## src/rtl/red_pitaya_decimator_block.sv

```systemverilog
// red_pitaya_decimator_block: power-of-two boxcar decimator with window min/max.
// Ports: clk_i/rst_i clock and sync active-high reset; dat_i input sample;
// dec_on averaging enable (0 = bypass); set_log log2 ratio, clamped to MAXLOG;
// restart_i aborts the current window; dat_o/min_o/max_o window average,
// minimum and maximum; valid_o one-cycle strobe marking new outputs.
module red_pitaya_decimator_block #(
    parameter int SIGNALBITS = 14,
    parameter int MAXLOG     = 10
) (
    input  logic                         clk_i,
    input  logic                         rst_i,
    input  logic signed [SIGNALBITS-1:0] dat_i,
    input  logic                         dec_on,
    input  logic [3:0]                   set_log,
    input  logic                         restart_i,
    output logic signed [SIGNALBITS-1:0] dat_o,
    output logic signed [SIGNALBITS-1:0] min_o,
    output logic signed [SIGNALBITS-1:0] max_o,
    output logic                         valid_o
);
    localparam int AW = SIGNALBITS + MAXLOG;
    localparam logic [3:0] MAXL = 4'(MAXLOG);
    typedef enum logic [1:0] {IDLE, ACCUM, DUMP} state_t;
    state_t state_q, state_d;
    logic [MAXLOG-1:0] cnt_q, cnt_d, mask;
    logic [3:0] le_q, le_d;
    logic signed [AW-1:0] acc_q, acc_d;
    logic signed [SIGNALBITS-1:0] wmin_q, wmin_d, wmax_q, wmax_d;
    logic signed [SIGNALBITS-1:0] dat_q, dat_d, min_q, min_d, max_q, max_d;
    logic valid_q, valid_d, run, first, last, strobe;
    always_comb begin
        run = state_q != IDLE;
        first = cnt_q == '0;
        // bypass is a window of one sample, so dec_on folds into the latched ratio
        le_d = first ? (dec_on ? ((set_log > MAXL) ? MAXL : set_log) : 4'd0) : le_q;
        mask = MAXLOG'(((MAXLOG+1)'(1) << le_d) - (MAXLOG+1)'(1));
        last = run && (cnt_q == mask);
        strobe = last && !restart_i;
        acc_d = first ? AW'(dat_i) : acc_q + AW'(dat_i);
        wmin_d = (first || dat_i < wmin_q) ? dat_i : wmin_q;
        wmax_d = (first || dat_i > wmax_q) ? dat_i : wmax_q;
        dat_d = strobe ? SIGNALBITS'(acc_d >>> le_d) : dat_q;
        min_d = strobe ? wmin_d : min_q;
        max_d = strobe ? wmax_d : max_q;
        valid_d = strobe;
        cnt_d = (!run || restart_i || last) ? '0 : cnt_q + MAXLOG'(1);
        state_d = strobe ? DUMP : ACCUM;
    end
    always_ff @(posedge clk_i) begin
        if (rst_i) begin
            state_q <= IDLE;
            cnt_q   <= '0;
            le_q    <= '0;
            acc_q   <= '0;
            wmin_q  <= '0;
            wmax_q  <= '0;
            dat_q   <= '0;
            min_q   <= '0;
            max_q   <= '0;
            valid_q <= 1'b0;
        end else begin
            state_q <= state_d;
            cnt_q   <= cnt_d;
            le_q    <= le_d;
            acc_q   <= acc_d;
            wmin_q  <= wmin_d;
            wmax_q  <= wmax_d;
            dat_q   <= dat_d;
            min_q   <= min_d;
            max_q   <= max_d;
            valid_q <= valid_d;
        end
    end
    assign dat_o   = dat_q;
    assign min_o   = min_q;
    assign max_o   = max_q;
    assign valid_o = valid_q;
endmodule

```

## config.mk

```make
export PLATFORM = sky130hd
export DESIGN_NAME = red_pitaya_decimator_block
export DESIGN_NICKNAME = d
export VERILOG_FILES = /design/src/rtl/red_pitaya_decimator_block.sv
export SDC_FILE = /design/constraint.sdc
export NUM_CORES = 1
export LEC_CHECK = 0
export BUFFER_PORTS_ARGS = -buffer_cell sky130_fd_sc_hd__buf_4
export CORE_MARGIN = 5
export CORE_UTILIZATION = 51
export DETAILED_ROUTE_END_ITERATION = 10
export PLACE_DENSITY = 0.76
export REMOVE_ABC_BUFFERS = 1
export SLEW_MARGIN = 20
export SYNTH_ARGS = -nofsm -noshare
export SYNTH_HDL_FRONTEND = slang
export SYNTH_SLANG_ARGS = --single-unit
```

## constraint.sdc

```tcl
create_clock -name clk_i -period 8.3 [get_ports clk_i]
set_input_delay 1.66 -clock clk_i [delete_from_list [all_inputs] [get_ports clk_i]]
set_output_delay 1.66 -clock clk_i [all_outputs]
set_load 0.05 [all_outputs]
```

* Word level (Yosys, flattened, before mapping)
Cells that the tools add are included.
Storage, ports and cells: logic and storage cells 37, register bits after elaboration 111
Cells by class: magnitude comparators 3, $add $sub $neg 3, reduce and logical (&&, ||, !) cells 11, shift operators 2, multiplexer cells 7, equal/unequal tests 1
Operators with widths (number):
- 2-to-1 mux 14 bit | 2
- adder 24 x 14 -> 24 bit | 1
- 2-to-1 mux 24 bit | 1
- >>> shifter 24 x 4 -> 14 bit | 1
- > comparator 14 bit | 1
- < comparator 14 bit | 1
- 2-to-1 mux 4 bit | 3
- adder 10 x 1 -> 10 bit (second input constant) | 1
- == test 10 bit | 1
- zero test 10 bit | 1
- << shifter 1 x 4 -> 10 bit (first input constant) | 1
- subtractor 10 x 2 -> 10 bit (second input constant) | 1
- > comparator 4 bit (second input constant) | 1
- logical OR 1 bit | 4
- logical AND 1 bit | 2
- zero test 1 bit | 2
- 2-to-1 mux 2 bit | 1
- nonzero test 2 bit | 1
- OR reduction 2 bit | 1

* Logic depth before layout (Yosys ltp)
depth in word-level cells 10, gate-level depth with buffers 21

* Least setup slack after synthesis
OpenSTA, ideal clock, no wires.
kind in2reg, start in set_log[2], end reg min_q[10], in the netlist min_o[10], stages 16, arrival 4.860 ns, slack 3.374 ns, data required time 8.235 ns, buffers on the path 3, library setup time 0.065 ns, cells stage by stage o21ai_0 -> nand3_1 -> clkbuf_1 -> o21ai_1 -> nand3_1 -> ha_1 -> clkbuf_1 -> xor2_1 -> mux4_2 -> o22ai_1 -> o2111ai_1 -> and2b_1 -> nand4b_4 -> buf_6 -> mux2_1 -> nor2_1
Between the ends: cells in the longest elaborated chain, start to end 9
Ends and longest elaborated chain:
- start: declaration | line 14 | input logic [3:0] set_log,
- > comparator 4 bit | line 35 | le_d = first ? (dec_on ? ((set_log > MAXL) ? MAXL : set_log) : 4'd0) : le_q;
- 2-to-1 mux 4 bit (*) (3 in series) | line 35
- << shifter 1 x 4 -> 10 bit (*) | line 36 | mask = MAXLOG'(((MAXLOG+1)'(1) << le_d) - (MAXLOG+1)'(1));
- subtractor 10 x 2 -> 10 bit (*) | line 36
- == test 10 bit (*) | line 37 | last = run && (cnt_q == mask);
- logical AND 1 bit (*) | line 37
- logical AND 1 bit (*) | line 38 | strobe = last && !restart_i;
- end signal: assignment | line 69 | min_q <= min_d;
- end: declaration | line 29 | logic signed [SIGNALBITS-1:0] dat_q, dat_d, min_q, min_d, max_q, max_d;
Every way passes the cells marked *; elsewhere a longest branch is shown, timed or not. A chain may end at the register's enable or synchronous reset.

* Worst setup path after layout
start in set_log[2], end reg min_q[7], in the netlist min_o[7]
Same word-level chain as after synthesis.

==> flow_results.org <==
** Status
- Result of the run :: completed

** Detailed routing
- Drc violations :: 0
- Detail-routed net length per standard cell :: 18.6 µm
- The routed layout has 8378 vias.
- Routed Antenna Nets :: 0
- Number of vias per cell :: 6.29
- Wirelength, routed :: 24.8 mm
- The first routing iteration left 884 violations.
- The pre-antenna-repair detailed-routing pass consisted of 5 iterations.

** Setup path
- Arrival time at the worst endpoint :: 6130 ps
- Critical setup path kind :: input pin to flip-flop
- Data required, critical path :: 8590 ps
- Element type at the critical path end :: flip-flop
- STA classifies the critical path startpoint as an input pin.
- CP max FO :: 23

** Logic synthesis
- Most used DFF post-synth :: sky130_fd_sc_hd__dfxtp_1
- The synthesized netlist contains 87 unique library cells.
- Synthesis handed over a netlist of 1088 instances.
- The largest total area in the synthesized netlist belongs to sky130_fd_sc_hd__dfxtp_1.
- Sequential element share of the synthesized area :: 26.0%
- Async SR Flop Fraction :: 0%
- Mean area per synthesized cell :: 7.78 µm²
- The synthesized design contains 0 enable-type register cells.
- The share of synthesized area in the top cell type comes to 26.0%.
- By area the synthesized netlist is led by sky130_fd_sc_hd__dfxtp_1 26%, sky130_fd_sc_hd__ha_1 7.8%, sky130_fd_sc_hd__mux2i_1 5.7%.
- During synthesis, Yosys emitted a total of 0 warnings.
- Total standard cell area after synthesis :: 8470 µm²
- Number of flip-flops and latches in the synthesized netlist :: 110

** Timing
- Final-report setup violation count :: 0
- Max frequency :: 171 MHz
- Min Tclk post-route :: 5840 ps
- Transition at the pin with the smallest max-transition slack :: 1060 ps
- The clock arrives with 9.77 ps of skew.
- Period utilization :: 70.4%
- Summed over all failing endpoints, the final setup total negative slack is 0 ps.
- Remaining max-slew budget at the tightest pin :: 29.1%
- Setup repair after global routing left no endpoint under its margin.
- The number of hold violations in the final report came to 0.
- Number of max-slew violations in the final report :: 0

** Layout
- Fraction of layout cells with a size suffix above 1 :: 10.4%
- For this run, the number of standard cells in the final layout without fillers is 1331.
- For this run, the post-layout net count is 1182.
- Fill cell count :: 1543
- Area growth from synthesis to final layout :: 9.62%
- The top cell types in the final layout, fill and taps aside, are 122 x sky130_fd_sc_hd__nor2_1, 110 x sky130_fd_sc_hd__dfxtp_1, 88 x sky130_fd_sc_hd__nand2_1, 72 x sky130_fd_sc_hd__buf_4, 71 x sky130_fd_sc_hd__a21oi_1.
- Most common library cell in the layout ignoring fill and taps :: sky130_fd_sc_hd__nor2_1
- 0 antenna diodes ended up in the layout.

** Floorplanning
- After floorplanning, the core was divided into 47 placement rows.
- The floorplan step set the die height to 139 µm.
- Once the floorplan was initialized, standard cells occupied 51.6% of the core.
- Ports :: 65
- Total Die Area :: 19300 µm²
- The floorplan step defined a core boundary enclosing 16400 µm².
- In this run the horizontal extent of the chip is 139 µm.

** Global route
- The via count of the first global-routing pass came to 7803.
- In the global route stage, overall resource usage came out at 25.0%.
- The initial antenna violation count was 0.
- GR Overflow Total :: 0
- Entering global routing, the biggest net connects 102 pins.
- The first global-routing pass estimated 40.4 mm of wire.

** Clocking
- CTS sink cnt :: 110
- Clock latency on the worst-skew pair :: 360 ps
- Clock tree from TritonCTS :: yes
- After clock tree synthesis, the repair step resized 0 gates.
- Clock-pin slew was measured on the worst setup and hold paths at 80 ps.
- In this run the deepest clock path goes through 2 buffers.
- Total of hold buffers inserted after clock tree synthesis :: 0
- Number of buffers created by CTS :: 9
- The tree is rooted in a sky130_fd_sc_hd__clkbuf_16.
- The clock tree synthesis step divided the H-tree into 3 levels.
- Number of post-CTS setup repair buffers :: 0

** Placed design
- Once detailed placement completed, the half-perimeter wirelength came to 17.8 mm.
- Gpl congestion :: 0.939
- Port Buffer Count :: 64
- Placed instance count :: 1315

** Flow run
- Across the run, the number of max-cap violations was 0.

** Power and ir drop
- Static Leak :: 4.02 nW
- Power per cell area :: 153 nW/µm²
- VDD sags by at most 112 µV.

** Hold path
- In this run the worst hold path is classified as flip-flop to flip-flop.
==> worst paths after layout <==
kind | slack (ps) | startpoint | to | depth (start not counted)
hold / removal | 470 | cnt_q[0]$_SDFF_PP0_ | cnt_q[0]$_SDFF_PP0_ | 1
setup reg to reg | 3050 | cnt_q[0]$_SDFF_PP0_ | min_o[7]$_SDFFE_PP0P_ | 16
hold reg to reg | 470 | cnt_q[0]$_SDFF_PP0_ | cnt_q[0]$_SDFF_PP0_ | 1
setup / recovery | 2460 | set_log[2] | min_o[7]$_SDFFE_PP0P_ | 14
==> Yosys cell counts, types with 10 or more instances <==
cell / number
sky130_fd_sc_hd__a211oi_1: 13
sky130_fd_sc_hd__a21o_1: 25
sky130_fd_sc_hd__a21oi_1: 71
sky130_fd_sc_hd__a31oi_1: 19
sky130_fd_sc_hd__and2_1: 11
sky130_fd_sc_hd__and3_1: 14
sky130_fd_sc_hd__buf_2: 11
sky130_fd_sc_hd__clkbuf_1: 45
sky130_fd_sc_hd__dfxtp_1: 110
sky130_fd_sc_hd__ha_1: 53
sky130_fd_sc_hd__inv_1: 59
sky130_fd_sc_hd__mux2_1: 14
sky130_fd_sc_hd__mux2i_1: 48
sky130_fd_sc_hd__nand2_1: 88
sky130_fd_sc_hd__nand2b_1: 16
sky130_fd_sc_hd__nand3_1: 32
sky130_fd_sc_hd__nand4_1: 11
sky130_fd_sc_hd__nor2_1: 122
sky130_fd_sc_hd__nor3_1: 34
sky130_fd_sc_hd__nor3b_1: 17
sky130_fd_sc_hd__o211ai_1: 14
sky130_fd_sc_hd__o21a_1: 13
sky130_fd_sc_hd__o21ai_0: 45
sky130_fd_sc_hd__or3_1: 10
sky130_fd_sc_hd__xor2_1: 11
==> metrics by stage <==
stage	hold WS (ps)	area, µm²	power (mW)	util [%]	setup WS (ps)
final	465	9280	1.42	56.6	2460
after global routing	501	9280	1.49	56.6	2180
after floorplan	426	8170	0.856	-	2740
after global placement	441	8980	0.970	54.8	2400
after detailed placement	451	8980	0.977	54.8	2120
after CTS	469	9280	1.41	56.6	2520
==> per-layer routing <==
layer / track usage, % / wire, µm / share of wire (%)
met1: 35.5 / 11400 / 46
met2: 38.8 / 11100 / 45
met3: 3.62 / 1580 / 6.3
met4: 9.27 / 666 / 2.7
met5: 0 / 0 / 0
==> final cells by class <==
cell class                 instances  area, µm²  share of cell area, %
clock buffer                       9        225                   2.43
clock inverter                     7       72.6                  0.782
inverter                          59        221                   2.39
multi-input combinational        854       5740                   61.9
sequential                       110       2200                   23.7
tap                              220        275                   2.97
timing repair buffer              72        541                   5.82
==> cell families (layout without fill, tap and decap cells) <==
logic type | count (synthesis) | after routing | share of synthesized area [%]
multiplexers | 68 | 68 | 8.51
flip-flops | 110 | 110 | 26.0
AO/OA/AOI/OAI | 313 | 313 | 25.3
AND/OR/NAND/NOR | 399 | 399 | 23.9
XOR/XNOR | 20 | 20 | 2.07
adder cells (fa/ha/maj) | 54 | 54 | 8.07
buffers and inverters | 124 | 147 | 6.15
==> sequential cells by signal, summed over array words and instances, names as in the netlist <==
register	count
acc_q	24
state_q	2
le_q	4
wmax_q	14
dat_o	14
cnt_q	10
max_o	14
min_o	14
wmin_q	14
==> worst max-delay path: stages <==
cell and delay (ps):
sky130_fd_sc_hd__buf_4 120, sky130_fd_sc_hd__o21ai_0 190, sky130_fd_sc_hd__nand3_1 570, sky130_fd_sc_hd__o21ai_1 850, sky130_fd_sc_hd__nand3_1 170, sky130_fd_sc_hd__ha_1 360
sky130_fd_sc_hd__xor2_1 270, sky130_fd_sc_hd__mux4_2 340, sky130_fd_sc_hd__o22ai_1 190, sky130_fd_sc_hd__o2111ai_1 150, sky130_fd_sc_hd__and2b_1 260, sky130_fd_sc_hd__nand4b_4 410
sky130_fd_sc_hd__mux2_1 480, sky130_fd_sc_hd__nor2_1 90
==> report_power, final <==
part,total [mW],switching [mW],internal [mW]
sequential,0.558,0.0102,0.548
clock,0.440,0.226,0.214
combinational,0.419,0.266,0.153
total,1.42,0.502,0.915
Note: power is estimated with default switching activity, not from simulation.
